`config.mk`:
```
export PLATFORM = sky130hd
export DESIGN_NAME = secuenciador_operaciones
export DESIGN_NICKNAME = d
export VERILOG_FILES = /design/src/rtl/secuenciador_pkg.sv /design/src/rtl/busca_siguiente.sv /design/src/rtl/secuenciador_operaciones.sv
export SDC_FILE = /design/constraint.sdc
export NUM_CORES = 1
export LEC_CHECK = 0
export ABC_AREA = 1
export CAP_MARGIN = 40
export CELL_PAD_IN_SITES_DETAIL_PLACEMENT = 1
export CELL_PAD_IN_SITES_GLOBAL_PLACEMENT = 1
export CORE_MARGIN = 2
export CORE_UTILIZATION = 45
export DETAILED_ROUTE_END_ITERATION = 12
export PLACE_DENSITY = 0.88
export SLEW_MARGIN = 10
export SYNTH_ARGS = -nofsm -noshare
export SYNTH_HDL_FRONTEND = slang
export SYNTH_SLANG_ARGS = --single-unit
```
`constraint.sdc`:
```
create_clock -name clk -period 2.9 [get_ports clk]
set_input_delay 0.87 -clock clk [delete_from_list [all_inputs] [get_ports clk]]
set_output_delay 0.87 -clock clk [all_outputs]
set_load 0.05 [all_outputs]
```
`src/rtl/secuenciador_pkg.sv`:
```
// ============================================================================
// Module   : secuenciador_pkg
// Brief    : Shared state encoding and datapath select codes for the sequencer.
// Revision : 1.0
// ============================================================================
`default_nettype none

package secuenciador_pkg;

  typedef enum logic [1:0] {
    IDLE = 2'd0,
    SHOW = 2'd1,
    DONE = 2'd2
  } estado_t;

  localparam logic [1:0] OP_SUMA    = 2'd0;
  localparam logic [1:0] OP_RESTA   = 2'd1;
  localparam logic [1:0] OP_PARIDAD = 2'd2;
  localparam logic [1:0] OP_COMP    = 2'd3;

endpackage

`default_nettype wire

```
`src/rtl/busca_siguiente.sv`:
```
// ============================================================================
// Module   : busca_siguiente
// Brief    : Finds the next enabled op code above the current one and the
//            lowest enabled op code in a 4-bit enable mask.
// Revision : 1.0
// ============================================================================
`default_nettype none

module busca_siguiente
  import secuenciador_pkg::*;
(
  input  logic [3:0] mask,
  input  logic [1:0] actual,
  output logic [1:0] siguiente,
  output logic       hallado,
  output logic [1:0] menor
);

  // Descending scan: the last hit written is the smallest qualifying code.
  always_comb begin
    siguiente = actual;
    hallado   = 1'b0;
    menor     = OP_SUMA;
    for (int i = 3; i >= 0; i--) begin
      if (mask[i]) begin
        menor = 2'(i);
        if (2'(i) > actual) begin
          siguiente = 2'(i);
          hallado   = 1'b1;
        end
      end
    end
  end

endmodule

`default_nettype wire

```
`src/rtl/secuenciador_operaciones.sv`:
```
// ============================================================================
// Module   : secuenciador_operaciones
// Brief    : Steps the datapath display select through each enabled op,
//            holding each for DWELL cycles. SECUENCIADOR_LOOP_EN makes it
//            wrap continuously instead of ending after one pass.
// Revision : 1.0
// ============================================================================
`default_nettype none

module secuenciador_operaciones
  import secuenciador_pkg::*;
#(
  parameter int DWELL = 50_000_000
) (
  input  logic       clk,
  input  logic       rst_n,
  input  logic       start,
  input  logic       abort,
  input  logic       pausa,
  input  logic [2:0] IN_A,
  input  logic [2:0] IN_B,
  input  logic [3:0] op_mask,
  output logic [2:0] A_Q,
  output logic [2:0] B_Q,
  output logic [1:0] Selector,
  output logic       busy,
  output logic       done
);

  localparam int                 c_cnt_w  = (DWELL > 1) ? $clog2(DWELL) : 1;
  localparam logic [c_cnt_w-1:0] c_reload = c_cnt_w'(DWELL - 1);

  estado_t            r_state;
  estado_t            w_state_next;
  logic [2:0]         r_a;
  logic [2:0]         r_b;
  logic [3:0]         r_mask;
  logic [1:0]         r_sel;
  logic [c_cnt_w-1:0] r_cnt;
  logic [3:0]         w_mask_busca;
  logic [1:0]         w_siguiente;
  logic               w_hallado;
  logic [1:0]         w_menor;
  logic               w_arranque;
  logic               w_fin_op;
`ifdef SECUENCIADOR_LOOP_EN
  logic               r_wrap;
`endif

  // In IDLE the search looks at the live switches so the first code is ready at start.
  assign w_mask_busca = (r_state == IDLE) ? op_mask : r_mask;
  assign w_arranque   = (r_state == IDLE) && start && !abort;
  assign w_fin_op     = (r_state == SHOW) && !abort && !pausa && (r_cnt == '0);

  busca_siguiente u_busca (
    .mask      (w_mask_busca),
    .actual    (r_sel),
    .siguiente (w_siguiente),
    .hallado   (w_hallado),
    .menor     (w_menor)
  );

  always_ff @(posedge clk or negedge rst_n) begin
    if (!rst_n) r_state <= IDLE;
    else        r_state <= w_state_next;
  end

  always_comb begin
    w_state_next = r_state;
    case (r_state)
      IDLE: begin
        if (w_arranque) w_state_next = (op_mask == 4'b0000) ? DONE : SHOW;
      end
      SHOW: begin
        if (abort) begin
          w_state_next = IDLE;
        end else if (w_fin_op && !w_hallado) begin
`ifdef SECUENCIADOR_LOOP_EN
          w_state_next = SHOW;
`else
          w_state_next = DONE;
`endif
        end
      end
      DONE:    w_state_next = IDLE;
      default: w_state_next = IDLE;
    endcase
  end

  always_ff @(posedge clk or negedge rst_n) begin
    if (!rst_n) begin
      r_a    <= '0;
      r_b    <= '0;
      r_mask <= '0;
      r_sel  <= OP_SUMA;
      r_cnt  <= '0;
`ifdef SECUENCIADOR_LOOP_EN
      r_wrap <= 1'b0;
`endif
    end else begin
`ifdef SECUENCIADOR_LOOP_EN
      r_wrap <= 1'b0;
`endif
      if (w_arranque) begin
        r_a    <= IN_A;
        r_b    <= IN_B;
        r_mask <= op_mask;
        if (op_mask != 4'b0000) begin
          r_sel <= w_menor;
          r_cnt <= c_reload;
        end
      end else if (r_state == SHOW && !abort && !pausa) begin
        if (r_cnt != '0) begin
          r_cnt <= r_cnt - 1'b1;
        end else if (w_hallado) begin
          r_sel <= w_siguiente;
          r_cnt <= c_reload;
        end
`ifdef SECUENCIADOR_LOOP_EN
        else begin
          r_sel  <= w_menor;
          r_cnt  <= c_reload;
          r_wrap <= 1'b1;
        end
`endif
      end
    end
  end

  always_comb begin
    busy = (r_state == SHOW);
`ifdef SECUENCIADOR_LOOP_EN
    done = (r_state == DONE) || r_wrap;
`else
    done = (r_state == DONE);
`endif
  end

  assign A_Q      = r_a;
  assign B_Q      = r_b;
  assign Selector = r_sel;

endmodule

`default_nettype wire

```
==> impl_metrics.toml, run 1 <==
[global_routing]
grt_pass1_vias = 2979
grt_overflow_total = 0
grt_antenna_before_repair = 0
track_usage = 0.265
grt_pass1_wl_um = 13800
grt_max_degree = 28

[place]
hpwlAfterDp_um = 5930
gp_congestion = 0.863
io_buffers = 24
dpl_worst_slack_ns = 0.237

[sta]
period_minus_slack_ns = 2.55
max_slew_margin = 0.641
hold_viol_final = 0
fin_crit_sh = 0.878
setup_tns_ns = 0
skew_ns = 0.00645
tightestPinTransition_ns = 0.538
slew_violations = 0
worst_slack_ns = 0.353
setup_viol = 0
rsz0062_at_grt = "no"
clock.fmax_mhz = 393

[synth]
netlist_area_sq_um = 2780
syn-instance-count = 413
async_reset_ff_frac = 1.00
synth-edff-count = 0
avgSynthCellArea_sq_um = 6.73
synth-seq-cells = 39
ys.warnings.count = 0
ys.flop_type = "dfrtp_1"
seq_area_frac_synth = 0.351
synth_nets = 429
synth.distinct_cells = 29

[route]
viasPerCell = 5.36
drt_wl_total_um = 8060
drt_iter0_markers = 147
drc_errors = 0
antenna_left = 0
drt-pass1-iter-count = 4
vias = 2753
wl_per_cell_um = 15.7

[worst_setup_path]
cp_data_arrival_time_ns = 1.68
worstSetupPathType = "flip-flop to output pin"
worst-path-max-fanout = 4
end_kind = "output pin"
cp.required_ns = 2.03
cp-start-kind = "flip-flop"

[clock_network]
root_buffer = "clkbuf_8"
cts_buffers = 5
post_cts_buffers = 0
cts_tree = "yes"
cts_resized = 0
worstSkewPairLatency_ns = 0.30
clkSinkCount = 39
cts_max_level = 2
clkSlewWorstSetupHoldPaths_ns = 0.08
clockBufferDepth = 2
cts_hold_buf = 0

[cells_and_area]
area_growth_pct = 15.0
final_common_cell = "nand2_1"
fin_nets = 454
drive_gt1_frac = 0.109
fill_cells = 817
final_cell_mix = "nand2_1, nand3_1, nor2_1, dfrtp_1, inv_1"
insertedDiodeCount = 0

[floorplan]
die_area_sq_um = 6830
start_util = 0.467
die_x_um = 82.6
fp.dieH_um = 82.6
row_count = 28
io_pins = 25
core_area_sq_um = 5960

[power]
power_density_nw_per_um2 = 961
leakage_nw = 1.68
peakVddDrop_mv = 0.485
power_mw = 3.07

[status]
outcome = "complete, no violations"

[run]
drv_cap = 0

[worst_hold_path]
min-delay-path-class = "flip-flop to flip-flop"
-- power breakdown --
part / internal, mW / switching (mW)
logic: 0.541 / 1.01
clock network: 0.279 / 0.218
registers: 0.742 / 0.281
total: 1.56 / 1.51
-- routing by layer --
metal  up-vias  global-route usage  part of all wire
li1       1360                   -                 -
met1      1347               0.312              0.44
met2        38               0.502              0.52
met3         8              0.0359             0.030
met4         0              0.0623            0.0081
met5         -                   0                 0
-- synthesized netlist by cell type, types with 4 or more instances --
cell	n	area, sq um
inv_2	4	15.0
dfrtp_1	39	976
nor3_1	7	35.0
inv_1	30	113
nor2_4	4	45.0
nand3b_1	4	30.0
nand4_1	16	100
nor2_2	5	31.3
or2_2	6	37.5
buf_6	6	67.6
nand2_2	4	25.0
o21ai_0	9	45.0
nand3_1	47	235
nand2_1	161	604
nor2_1	46	173
-- layout make-up --
class,count,area (sq um),share of cell area
well taps,75,93.8,0.0293
flip-flops and latches,39,976,0.305
multi-input cells,327,1580,0.493
clock inverters,2,35.0,0.0110
inverters,34,128,0.0399
clock buffers,6,82.6,0.0258
repair buffers,31,308,0.0962
-- worst max-delay path: stages (launching register included) --
cell and delay, ns:
dfrtp_1 0.43, inv_2 0.06, nor2_1 0.08, clkdlybuf4s50_1 0.81
-- flip-flops by register name (all words and copies together), names as in the netlist --
name / count
r_mask: 3
Selector: 2
r_state: 2
A_Q: 3
r_cnt: 26
B_Q: 3
-- cell families (layout without fill, tap and decap cells) --
group                    after synthesis  after routing  synth area share
AO/OA/AOI/OAI                         13             13            0.0252
flip-flops                            39             39             0.351
adder cells (fa/ha/maj)                1              1           0.00450
XOR/XNOR                               3              3           0.00945
buffers and inverters                 47             73            0.0823
AND/OR/NAND/NOR                      310            310             0.528
-- worst paths after layout --
kind                                  from     endpoint  slack (ns)  depth (start not counted)
worst max-delay path            r_state[1]         done        0.35                          3
worst min-delay path                B_Q[2]       B_Q[2]        0.48                          2
worst max register to register    r_cnt[0]  Selector[1]        0.64                         10
worst min register to register      B_Q[2]       B_Q[2]        0.48                          2
max in group asynchronous            rst_n    r_mask[2]        1.87                          2
min in group asynchronous            rst_n     r_cnt[2]        0.54                          1
-- stage by stage --
step | hold WS, ns | std cells | cell area (sq um) | util
final | 0.477 | 514 | 3200 | 0.537
after global routing | 0.518 | 514 | 3200 | 0.537
after CTS | 0.482 | 514 | 3200 | 0.537
after detailed placement | 0.462 | 506 | 3080 | 0.517
after global placement | 0.454 | 505 | 3050 | 0.513
after floorplan | 0.453 | 413 | 2780 | -
Note: power is estimated with default switching activity, not from simulation.
==> run 2, diff against run 1 <==
--- a/config.mk
+++ b/config.mk
@@ -6,7 +6,7 @@
 export NUM_CORES = 1
 export LEC_CHECK = 0
 export ABC_AREA = 1
-export CAP_MARGIN = 40
+export CAP_MARGIN = 0
 export CELL_PAD_IN_SITES_DETAIL_PLACEMENT = 1
 export CELL_PAD_IN_SITES_GLOBAL_PLACEMENT = 1
 export CORE_MARGIN = 2
==> run 2 against run 1 <==
Sequential cell count did not move. Final cell count fell by 0.39%. Utilization down 0.97 points. Worst setup slack worse by 0.019 ns. Clock power is 20% lower. Die area stayed put. Via count increased by 0.44%. Total power shrank 3.4%. Routed wire length grew 0.78%. Register-to-register slack improved by 0.02 ns. Combinational power barely moved. Fmax fell by 0.72%. Critical endpoint unchanged.
==> impl_metrics.toml, run 2 (synthesis gave the netlist of run 1 again) <==
[route]
antenna_left = 0
wl_per_cell_um = 15.9
drt_wl_total_um = 8130
vias = 2765
drt-pass1-iter-count = 4
viasPerCell = 5.40
drt_iter0_markers = 140
drc_errors = 0

[cells_and_area]
area_growth_pct = 13.0
final_cell_mix = "nand2_1, nand3_1, nor2_1, dfrtp_1, inv_1"
insertedDiodeCount = 0
fin_nets = 453
drive_gt1_frac = 0.105
fin_util = 0.528
stdcell_count = 512
final_common_cell = "nand2_1"
top_register = "r_cnt"
largest_reg_flops = 26

[sta]
worst_slack_ns = 0.334
fin_crit_sh = 0.885
rsz0062_at_grt = "no"
tightestPinTransition_ns = 0.944
slew_violations = 0
max_slew_margin = 0.371
clock.fmax_mhz = 390
skew_ns = 0.00310
period_minus_slack_ns = 2.57
hold_viol_final = 0
setup_viol = 0
setup_tns_ns = 0

[global_routing]
grt_antenna_before_repair = 0
grt_max_degree = 40
grt_pass1_wl_um = 14100
track_usage = 0.270
grt_pass1_vias = 3061
grt_overflow_total = 0

[place]
gp_congestion = 0.863
dp.cells = 505
hpwlAfterDp_um = 5800
dpl_worst_slack_ns = 0.227
io_buffers = 24

[clock_network]
clkSlewWorstSetupHoldPaths_ns = 0.08
root_buffer = "clkbuf_8"
post_cts_buffers = 0
clkSinkCount = 39
cts_resized = 0
clockBufferDepth = 2
worstSkewPairLatency_ns = 0.30
cts_tree = "yes"
cts_buffers = 5
cts_hold_buf = 0
cts_max_level = 2

[floorplan]
io_pins = 25
start_util = 0.467
die_area_sq_um = 6830
fp.dieH_um = 82.6
die_x_um = 82.6
core_area_sq_um = 5960
row_count = 28

[worst_setup_path]
critPathCapture = "done"
worstReg2RegEnd = "Selector[1]"
cp-start-kind = "flip-flop"
regToRegSetupSlack_ns = 0.66
end_kind = "output pin"
cp-startpoint = "r_state[1]"
worst-path-max-fanout = 4
cp_data_arrival_time_ns = 1.70
cp.required_ns = 2.03
rr_startpoint = "r_cnt[0]"
worstRegToRegCells = 10
worstSetupPathType = "flip-flop to output pin"

[power]
leakage_nw = 1.65
peakVddDrop_mv = 0.576
power_density_nw_per_um2 = 945

[worst_hold_path]
hold_start = "B_Q[2]"
hold_path_depth = 2
min-delay-path-class = "flip-flop to flip-flop"

[run]
drv_cap = 0

[status]
outcome = "complete, no violations"
==> run 2: changes by cell type in the layout (fill, tap and decap cells not counted) <==
cell,change
buf_16,-1
bufinv_16,-1
==> run 2: layer usage <==
layer  GRT usage  wire [um]  vias to the layer above
li1            -          -                     1358
met1       0.323       3580                     1355
met2       0.491       4220                       45
met3      0.0424        244                        7
met4      0.0885         86                        0
met5           0          0                        -
==> run 2: critical path, cell delays in order (launching register included) <==
cell             delay, ns
dfrtp_1               0.44
inv_2                 0.06
nor2_1                0.08
clkdlybuf4s50_1       0.81
==> run 2: worst min path at each step <==
stage                      endpoint  slack [ns]
final                        B_Q[2]        0.49
after global routing         A_Q[0]        0.52
after CTS                    A_Q[1]        0.49
after detailed placement     A_Q[2]        0.47
after global placement       A_Q[1]        0.45
after floorplan           r_mask[3]        0.45
==> run 2: cell type report <==
cell class	instances	area, sq um
clock buffers	6	82.6
repair buffers	30	280
inverters	34	128
flip-flops and latches	39	976
well taps	75	93.8
fillers	805	2810
clock inverters	1	5.00
multi-input cells	327	1580
==> run 2: through the flow <==
stage / hold WS [ns] / total power [mW] / area (sq um)
5_1_grt: 0.524 / 3.24 / 3140
3_5_place_dp: 0.469 / 2.55 / 3050
3_3_place_gp: 0.454 / 2.47 / 3050
6_report: 0.485 / 2.97 / 3140
2_1_floorplan: 0.453 / 2.20 / 2780
4_1_cts: 0.494 / 2.97 / 3140
==> run 2: power breakdown <==
group          internal, mW  switching, mW  leakage, nW
clock network         0.187          0.209       0.0470
logic                 0.538           1.01         1.11
registers             0.742          0.279        0.495
total                  1.47           1.50         1.65
==> run 3, diff against run 2 <==
--- a/config.mk
+++ b/config.mk
@@ -6,14 +6,14 @@
 export NUM_CORES = 1
 export LEC_CHECK = 0
 export ABC_AREA = 1
-export CAP_MARGIN = 0
 export CELL_PAD_IN_SITES_DETAIL_PLACEMENT = 1
 export CELL_PAD_IN_SITES_GLOBAL_PLACEMENT = 1
 export CORE_MARGIN = 2
-export CORE_UTILIZATION = 45
+export CORE_UTILIZATION = 42
 export DETAILED_ROUTE_END_ITERATION = 12
-export PLACE_DENSITY = 0.88
+export PLACE_DENSITY = 0.83
 export SLEW_MARGIN = 10
 export SYNTH_ARGS = -nofsm -noshare
 export SYNTH_HDL_FRONTEND = slang
+export SYNTH_HIERARCHICAL = 1
 export SYNTH_SLANG_ARGS = --single-unit
==> constraint.sdc (replaced) <==
create_clock -name clk -period 2.8 [get_ports clk]
set_input_delay 0.84 -clock clk [delete_from_list [all_inputs] [get_ports clk]]
set_output_delay 0.84 -clock clk [all_outputs]
set_load 0.05 [all_outputs]
==> run 3 against run 2 <==
Critical endpoint is now busy. Highest routed layer unchanged. Synthesized cell count is 7.0% lower. Worst setup slack worse by 0.0095 ns. Sequential power hardly changed. Clock power is 4% lower. Critical path type unchanged.
==> impl_metrics.toml, run 3 <==
[cells_and_area]
largest_reg_flops = 26
insertedDiodeCount = 0
fin_nets = 428
fin_area_sq_um = 3080
drive_gt1_frac = 0.114
top_regs = "r_cnt x26, r_mask x4"
final_cell_mix = "nand2_1, nor2_1, inv_1, dfrtp_1, nand3_1"
final_common_cell = "nand2_1"
top_register = "r_cnt"
area_growth_pct = 15.1
stdcell_count = 489

[global_routing]
grt_pass1_wl_um = 13000
grt_pass1_vias = 2744
grt_max_degree = 41
grt_overflow_total = 0
track_usage = 0.226
grt_antenna_before_repair = 0

[route]
drt_iter0_markers = 122
vias = 2553
drt_wl_total_um = 7410
antenna_left = 0
viasPerCell = 5.22
drt-met1-wl_um = 3520
wl_per_cell_um = 15.2
wl_met3_um = 182
wl_met2_um = 3640
drc_errors = 0
top_layer = "met4"
drt-pass1-iter-count = 4

[worst_setup_path]
cp-startpoint = "r_state[1]"
worstReg2RegEnd = "Selector[1]"
end_kind = "output pin"
worstSetupPathType = "flip-flop to output pin"
worstRegToRegCells = 11
regToRegSetupSlack_ns = 0.65
critPathCapture = "busy"
worst-path-max-fanout = 2
cp_data_arrival_time_ns = 1.64
cp-start-kind = "flip-flop"
rr_startpoint = "r_cnt[0]"
cp.required_ns = 1.96

[floorplan]
start_util = 0.428
core_area_sq_um = 6240
die_area_sq_um = 7020
io_pins = 25
fp.dieH_um = 83.8
die_x_um = 83.8
row_count = 29

[power]
power_density_nw_per_um2 = 966
leakage_nw = 1.58
combinationalPowerShare = 0.522
switching_share = 0.503
p_sw_mw = 1.50
p_clk_frac = 0.129
peakVddDrop_mv = 0.469
seq_power_share = 0.350
intPower_mw = 1.48

[sta]
worst_slack_ns = 0.325
max_slew_margin = 0.635
slew_violations = 0
period_minus_slack_ns = 2.48
setup_tns_ns = 0
setup_viol = 0
hold_viol_final = 0
skew_ns = 0.0108
tightestPinTransition_ns = 0.548
clock.fmax_mhz = 404
fin_crit_sh = 0.884
rsz0062_at_grt = "no"

[worst_hold_path]
min-delay-path-class = "flip-flop to flip-flop"

[synth]
syn-instance-count = 384
avgSynthCellArea_sq_um = 6.96
synth-seq-cells = 40
seq_area_frac_synth = 0.375
synth_nets = 400
synth-edff-count = 0
ys.flop_type = "dfrtp_1"
synth_top_area_frac = 0.375
async_reset_ff_frac = 1.00
netlist_area_sq_um = 2670
netlist.top_cell.by_area = "dfrtp_1"
synth_common_cells = "nand2_1, nor2_1, inv_1"
synth_most_common_cell = "nand2_1"
synthTopCellsByArea = "dfrtp_1, nand2_1, nor2_1"
ys.warnings.count = 6
synth.distinct_cells = 32

[place]
dp.cells = 482
io_buffers = 24
hpwlAfterDp_um = 5440
dpl_cell_area_sq_um = 2990
gp_congestion = 0.851
dpl_worst_slack_ns = 0.0569

[clock_network]
clkSinkCount = 40
cts_hold_buf = 0
worstSkewPairLatency_ns = 0.30
cts_resized = 0
cts_buffers = 5
post_cts_buffers = 0
cts_tree = "yes"
clockBufferDepth = 2
clkSlewWorstSetupHoldPaths_ns = 0.08
root_buffer = "clkbuf_8"
cts_max_level = 2

[run]
drv_cap = 0

[status]
outcome = "complete, no violations"
==> run 3: per-stage QoR <==
step / hold slack [ns] / power (mW) / util
2_1_floorplan: 0.451 / 2.14 / -
3_3_place_gp: 0.466 / 2.51 / 0.480
3_5_place_dp: 0.475 / 2.59 / 0.480
4_1_cts: 0.495 / 3.00 / 0.493
5_1_grt: 0.517 / 3.23 / 0.493
6_report: 0.490 / 2.97 / 0.493
==> run 3: worst min path at each step <==
stage / startpoint / end / slack, ns / depth (start not counted)
2_1_floorplan: r_cnt[0] / r_cnt[0] / 0.45 / 1
3_3_place_gp: B_Q[1] / B_Q[1] / 0.47 / 2
3_5_place_dp: r_mask[0] / r_mask[0] / 0.48 / 2
4_1_cts: r_mask[0] / r_mask[0] / 0.49 / 2
5_1_grt: r_mask[0] / r_mask[0] / 0.52 / 2
6_report: r_mask[1] / r_mask[1] / 0.49 / 2
==> run 3: area by class of cell <==
type                       instances  area [sq um]
clock inverter                     2          12.5
fill                             833          3170
timing repair buffer              30           293
clock buffer                       5          68.8
inverter                          45           169
multi-input combinational        290          1440
sequential                        40          1000
tap                               77          96.3
==> run 3: metal layers <==
layer / vias up / GRT usage
met5: - / 0
met4: 0 / 0.0440
met3: 7 / 0.0356
met2: 32 / 0.395
met1: 1236 / 0.296
li1: 1278 / -
==> run 3: critical path, stage by stage (launching register included) <==
cell	delay, ns
dfrtp_1	0.40
nor2_2	0.13
clkdlybuf4s50_1	0.81
==> run 3: logic make-up (layout without fill, tap and decap cells) <==
family,count (synthesis),after routing,share of synthesized area
compound gates,35,35,0.0838
buf+inv,54,82,0.0885
simple gates,247,247,0.426
fa+ha+maj,1,1,0.00468
flops,40,40,0.375
xor+xnor,7,7,0.0229
==> run 3: power by group through the flow <==
| stage | logic [mW] | clock network, mW | registers [mW] |
|---|---|---|---|
| finish | 1.55 | 0.382 | 1.04 |
| global route | 1.75 | 0.415 | 1.07 |
| CTS | 1.56 | 0.398 | 1.04 |
| detailed placement | 1.55 | 0 | 1.04 |
| global placement | 1.48 | 0 | 1.03 |
| floorplan | 1.05 | 0 | 1.09 |
